===== config.mk =====
export PLATFORM = sky130hd
export DESIGN_NAME = alu_seq_ctrl
export DESIGN_NICKNAME = d
export VERILOG_FILES = /design/src/rtl/alu_seq_pkg.sv /design/src/rtl/rr_arbiter2.sv /design/src/rtl/alu_seq_ctrl.sv
export SDC_FILE = /design/constraint.sdc
export NUM_CORES = 1
export LEC_CHECK = 0
export CAP_MARGIN = 20
export CORE_MARGIN = 2
export CORE_UTILIZATION = 38
export DETAILED_ROUTE_END_ITERATION = 6
export MAX_ROUTING_LAYER = met4
export PLACE_DENSITY = 0.79
export SYNTH_ARGS = -nofsm -noshare
export SYNTH_HDL_FRONTEND = slang
export SYNTH_HIERARCHICAL = 1
export SYNTH_SLANG_ARGS = --single-unit

===== constraint.sdc =====
create_clock -name clk -period 1.75 [get_ports clk]
set_input_delay 0.35 -clock clk [delete_from_list [all_inputs] [get_ports clk]]
set_output_delay 0.35 -clock clk [all_outputs]
set_load 0.02 [all_outputs]

===== src/rtl/alu_seq_pkg.sv =====
// Shared types and constants for the ALU sequencer: FSM states, ALU select codes, result width.
package alu_seq_pkg;

  typedef enum logic [1:0] {
    S_IDLE  = 2'd0,
    S_ISSUE = 2'd1,
    S_WAIT  = 2'd2,
    S_RESP  = 2'd3
  } state_t;

  localparam logic [3:0] OP_ADDSUB  = 4'd0;
  localparam logic [3:0] OP_CMP     = 4'd1;
  localparam logic [3:0] OP_B2G     = 4'd2;
  localparam logic [3:0] OP_AND     = 4'd3;
  localparam logic [3:0] OP_ANDR    = 4'd4;
  localparam logic [3:0] OP_OR      = 4'd5;
  localparam logic [3:0] OP_CMPL    = 4'd6;
  localparam logic [3:0] OP_INC     = 4'd7;
  localparam logic [3:0] OP_DEC     = 4'd8;
  localparam logic [3:0] OP_PAR     = 4'd9;
  localparam logic [3:0] OP_ORR     = 4'd10;
  localparam logic [3:0] OP_MUL     = 4'd11;
  localparam logic [3:0] OP_G2B     = 4'd12;
  localparam logic [3:0] OP_VADD    = 4'd13;
  localparam logic [3:0] OP_VMUL    = 4'd14;
  localparam logic [3:0] OP_ILLEGAL = 4'd15;

  localparam int unsigned RES_W_DEF = 16;

  function automatic logic op_legal(input logic [3:0] op);
    return op != OP_ILLEGAL;
  endfunction

endpackage


===== src/rtl/rr_arbiter2.sv =====
// Two-requester round-robin arbiter; the pointer moves past whichever requester was granted on advance.
module rr_arbiter2 (
  input  logic       clk,
  input  logic       rst_n,
  input  logic [1:0] valid,
  input  logic       advance,
  output logic [1:0] grant
);

  logic ptr;

  always_comb begin
    grant = '0;
    if (valid == 2'b11) grant = ptr ? 2'b10 : 2'b01;
    else                grant = valid;
  end

  always_ff @(posedge clk or negedge rst_n) begin
    if (!rst_n)       ptr <= 1'b0;
    else if (advance) ptr <= grant[0];
  end

endmodule


===== src/rtl/alu_seq_ctrl.sv =====
// Sequencer for the shared 4-bit ALU: arbitrates two requesters, issues one op, returns a tagged response.
module alu_seq_ctrl
  import alu_seq_pkg::*;
#(
  parameter int unsigned ALU_LAT = 1,
  parameter int unsigned RES_W   = RES_W_DEF
) (
  input  logic             clk,
  input  logic             rst_n,
  input  logic             req0_valid,
  output logic             req0_ready,
  input  logic [3:0]       req0_op,
  input  logic [7:0]       req0_a,
  input  logic [7:0]       req0_b,
  input  logic             req0_cin,
  input  logic             req1_valid,
  output logic             req1_ready,
  input  logic [3:0]       req1_op,
  input  logic [7:0]       req1_a,
  input  logic [7:0]       req1_b,
  input  logic             req1_cin,
  output logic             alu_enable,
  output logic [3:0]       alu_select,
  output logic [7:0]       alu_a,
  output logic [7:0]       alu_b,
  output logic             alu_cin,
  input  logic [RES_W-1:0] alu_result,
  output logic             rsp_valid,
  input  logic             rsp_ready,
  output logic             rsp_id,
  output logic [3:0]       rsp_op,
  output logic [RES_W-1:0] rsp_data,
  output logic             rsp_err
);

  state_t     state, state_nxt;
  logic [1:0] grant;
  logic       idle, accept, sel_id, legal, last;
  logic [3:0] acc_op;
  logic [7:0] acc_a, acc_b;
  logic       acc_cin;
  logic [2:0] cnt;

  rr_arbiter2 u_arb (
    .clk    (clk),
    .rst_n  (rst_n),
    .valid  ({req1_valid, req0_valid}),
    .advance(accept),
    .grant  (grant)
  );

  // Readies are gated by rst_n so they read 0 throughout reset even with requests present.
  assign idle       = (state == S_IDLE);
  assign req0_ready = idle && rst_n && grant[0];
  assign req1_ready = idle && rst_n && grant[1];
  assign accept     = req0_ready || req1_ready;
  assign sel_id     = grant[1];
  assign acc_op     = sel_id ? req1_op  : req0_op;
  assign acc_a      = sel_id ? req1_a   : req0_a;
  assign acc_b      = sel_id ? req1_b   : req0_b;
  assign acc_cin    = sel_id ? req1_cin : req0_cin;
  assign legal      = op_legal(acc_op);
  assign last       = (cnt == 3'd0);

  always_ff @(posedge clk or negedge rst_n) begin
    if (!rst_n) state <= S_IDLE;
    else        state <= state_nxt;
  end

  always_comb begin
    state_nxt = state;
    case (state)
      S_IDLE:  if (accept) state_nxt = legal ? S_ISSUE : S_RESP;
      S_ISSUE: state_nxt = last ? S_RESP : S_WAIT;
      S_WAIT:  if (last) state_nxt = S_RESP;
      S_RESP:  if (rsp_ready) state_nxt = S_IDLE;
      default: state_nxt = S_IDLE;
    endcase
  end

  // The issue cycle counts as the first latency cycle, so enable spans exactly ALU_LAT cycles.
  always_ff @(posedge clk or negedge rst_n) begin
    if (!rst_n) begin
      alu_enable <= 1'b0;
      alu_select <= '0;
      alu_a      <= '0;
      alu_b      <= '0;
      alu_cin    <= 1'b0;
      cnt        <= '0;
      rsp_valid  <= 1'b0;
      rsp_id     <= 1'b0;
      rsp_op     <= '0;
      rsp_data   <= '0;
      rsp_err    <= 1'b0;
    end else begin
      case (state)
        S_IDLE: begin
          if (accept) begin
            rsp_id   <= sel_id;
            rsp_op   <= acc_op;
            rsp_data <= '0;
            rsp_err  <= !legal;
            cnt      <= 3'(ALU_LAT - 1);
            if (legal) begin
              alu_enable <= 1'b1;
              alu_select <= acc_op;
              alu_a      <= acc_a;
              alu_b      <= acc_b;
              alu_cin    <= acc_cin;
            end else begin
              rsp_valid <= 1'b1;
            end
          end
        end
        S_ISSUE, S_WAIT: begin
          if (last) begin
            rsp_data   <= alu_result;
            rsp_valid  <= 1'b1;
            alu_enable <= 1'b0;
            alu_select <= '0;
            alu_a      <= '0;
            alu_b      <= '0;
            alu_cin    <= 1'b0;
          end else begin
            cnt <= cnt - 3'd1;
          end
        end
        S_RESP: if (rsp_ready) rsp_valid <= 1'b0;
        default: ;
      endcase
    end
  end

endmodule


==> run_results.csv <==
group,metric,value,unit
run_status,outcome,"complete, no violations",
critical_path,path_cells,"inv_1 -> ha_4 -> buf_4 -> o211ai_4 -> a21oi_4 -> and3_4 -> o22ai_1",
sta,finClkSkew,4.95,ps
floorplan,io_pins,110,
detailed_routing,vias,2404,
power_and_ir_drop,power.leakage,0.00182,uW
logic_synthesis,syn-num-nets,324,
logic_synthesis,yosys.area.top_type,"dfrtp_1",
logic_synthesis,synth_edf_count,0,
sta,clock.fmax,0.594,GHz
cts,cts_root_buffer,"clkbuf_8",
cells_and_area,syn2layout_area_growth,59.5,%
detailed_routing,wl_per_cell,15.6,um
power_and_ir_drop,p_switching,3120,uW
floorplan,dieArea,0.00748,sq mm
sta,setup_viol,0,
critical_path,r2r_slack,70,ps
logic_synthesis,ys_warn_count,6,
cts,cts_tree,"done",
global_route,grtUsageTotal,18.5,%
floorplan,die_x,86.5,um
critical_path,cp-end-kind,"flop",
cells_and_area,nNetsFinal,456,
critical_path,worstPathRequired,1930,ps
detailed_routing,drc_errors,0,
critical_path,cp.depth,7,
cts,clock_sinks,51,
cts,clock_latency,300,ps
logic_synthesis,synth-async-reset-ratio,100,%
power_and_ir_drop,power.total,7590,uW
logic_synthesis,synthDistinctLibCells,40,
sta,fin_crit_sh,96.1,%
sta,hold_viol,0,
cells_and_area,diodes,0,
critical_path,rr_worst_depth,7,
cts,cts_buffers,5,
logic_synthesis,synth_cells,254,
global_route,overflow,0,
floorplan,initial_core_util,38.7,%
global_route,grt_max_degree,33,
critical_path,crit_path_start_kind,"flop",
logic_synthesis,netlist_area,0.00258,sq mm
cts,htree_levels,2,
detailed_routing,wirelength,7260,um
critical_path,critPathCapture,"alu_a[7]",
power_and_ir_drop,clkPwrFrac,10.4,%
logic_synthesis,postSynthAreaPerCell,10.2,sq um
critical_path,r2r-start,"state[1]",
placement,hpwlAfterDp,5020,um
power_and_ir_drop,switching_share,41.1,%
power_and_ir_drop,seq_power_share,26.8,%
power_and_ir_drop,p_int,4470,uW
critical_path,arrival,1860,ps
cts,clk_pin_slew_worst_paths,90,ps
global_route,grt_pass1_wl,10800,um
detailed_routing,dr.pass1.iters,4,
placement,io_buffers,109,
sta,slew_headroom,77.7,%
detailed_routing,drt_iter0_markers,101,
logic_synthesis,synth.area.top_cells,"dfrtp_1 (49%), nand2_1 (8.7%), mux2i_1 (8.5%), o22ai_1 (5.6%), o21ai_0 (3.7%)",
critical_path,cp_top_family,"compound AO/OA/AOI/OAI gates",
placement,place_congestion,0.789,
power_and_ir_drop,comb_power_share,62.8,%
detailed_routing,routed_via_density,5.16,
cts,clockBufferDepth,2,
placement,preCtsSetupSlack,-436,ps
min_path,hold_class,"in2async",
critical_path,timing.rr.end,"alu_a[7]",
power_and_ir_drop,p_per_area,1840,mW/mm^2
run,maxCapViolCount,0,
critical_path,critPathMaxFanout,9,
detailed_routing,antenna_left,0,
sta,worst_slack,67.4,ps
critical_path,cp_slowest_cell,"dfrtp_1",
floorplan,core,0.00668,sq mm
sta,min_period,1680,ps
global_route,antenna_found_initial,0,
power_and_ir_drop,ir_worst_vdd,0.769,mV
critical_path,crit_buf_inv,2,
logic_synthesis,seq_area_frac_synth,49.4,%
logic_synthesis,synth.top_cell.area_share,49.4,%
critical_path,max_stage_delay,390,ps
global_route,grt_pass1_vias,2301,
sta,maxSlewViolCount,0,
sta,worst_pin_slew,335,ps
floorplan,rows,30,
floorplan,die_h,86.5,um
sta,fin_hold_ws,5.99,ps
cells_and_area,drive_above_1_share,16.1,%
critical_path,crit_start,"state[1]",
critical_path,path_class,"reg2reg",
logic_synthesis,ys.flop_type,"dfrtp_1",
logic_synthesis,yosys_register_bits,51,
==> cells by family after synthesis <==
| family | after synthesis | synth area share (%) |
|---|---|---|
| AOI/OAI and AO/OA | 66 | 16.5 |
| adders and majority gates | 7 | 3.39 |
| buffers and inverters | 27 | 6.24 |
| DFF | 51 | 49.4 |
| muxes | 24 | 9.54 |
| and+or+nand+nor | 79 | 15.0 |
==> Yosys cell counts, drive strengths merged, types with 3 or more instances <==
library cell,n
nand2,60
dfrtp,51
o21ai,24
o22ai,23
mux2i,22
buf,14
inv,10
ha,7
a21oi,4
and3,4
nor2,4
a31oi,3
clkbuf,3
nor2b,3
==> power by group through the flow <==
stage,logic (uW),clock network [uW],registers (uW)
3_5_place_dp,4300,0,2050
3_3_place_gp,4170,0,2020
6_report,4770,789,2040
5_1_grt,5170,865,2110
4_1_cts,4390,811,2030
2_1_floorplan,1950,0,2590
==> through the flow <==
step           utilization, %  setup TNS (ps)  std cells  area (sq um)
2_1_floorplan               -               0        254          2580
3_3_place_gp             57.8          -15870        449          3860
3_5_place_dp             57.8          -17760        449          3860
4_1_cts                  59.7            -257        458          3990
5_1_grt                  61.7           -33.0        466          4120
6_report                 61.7               0        466          4120
==> flip-flops by register name, indices dropped and copies added, names as in the netlist <==
signal / cells
rsp_err: 1
cnt: 3
u_arb/ptr: 1
alu_a: 8
alu_enable: 1
state: 2
alu_select: 4
alu_cin: 1
alu_b: 8
rsp_data: 16
rsp_op: 4
rsp_id: 1
rsp_valid: 1
==> metal layers <==
| metal | GRT usage [%] | vias to the layer above | part of all wire (%) |
|---|---|---|---|
| li1 | - | 1160 | - |
| met1 | 23.0 | 1146 | 43 |
| met2 | 30.3 | 87 | 49 |
| met3 | 4.48 | 11 | 6.3 |
| met4 | 4.55 | 0 | 1.3 |
| met5 | - | - | 0 |
==> what timing repair did <==
action	4_1_cts	5_1_grt
buffers inserted	2	3
setup endpoints to repair	42	49
resized for setup	14	15
hold buffers	0	0
gates cloned	0	5
pin swaps	3	6
==> cells in the final DEF, fill, tap and decap left out, types with 2 or more instances in the layout <==
cell type        netlist  layout
dlymetal6s2s_1         0       2
a31oi_1                3       3
nor2_1                 4       4
o21ai_0               19      16
and3_4                 1       3
inv_1                  9       9
ha_1                   7       5
o22ai_1               23      23
buf_2                  6       2
nand2_1               60      60
o21ai_1                5       7
a21oi_1                4       3
and3_1                 3       3
mux2_4                 1       2
buf_6                  5       2
dfrtp_1               51      51
nor2b_1                2       2
buf_4                  3      25
clkdlybuf4s50_1        0     104
buf_12                 0       2
mux2i_1               22      22
clkbuf_8               0       5
nand4_4                2       2
==> worst min-delay path by stage <==
stage | from | end | cells after the start
6_report | rst_n | rsp_id | 2
5_1_grt | rst_n | rsp_id | 2
4_1_cts | rst_n | state[1] | 2
3_5_place_dp | rst_n | state[1] | 2
3_3_place_gp | rst_n | state[0] | 2
2_1_floorplan | rst_n | alu_a[0] | 0
==> layout make-up <==
cell class | instances | area [sq um]
flip-flops and latches | 51 | 1280
clock inverters | 1 | 30.0
well taps | 80 | 100
multi-input cells | 180 | 1250
clock buffers | 6 | 72.6
inverters | 10 | 40.0
repair buffers | 138 | 1350
fillers | 587 | 2560
No activity file was read; power rests on OpenSTA's default activity.
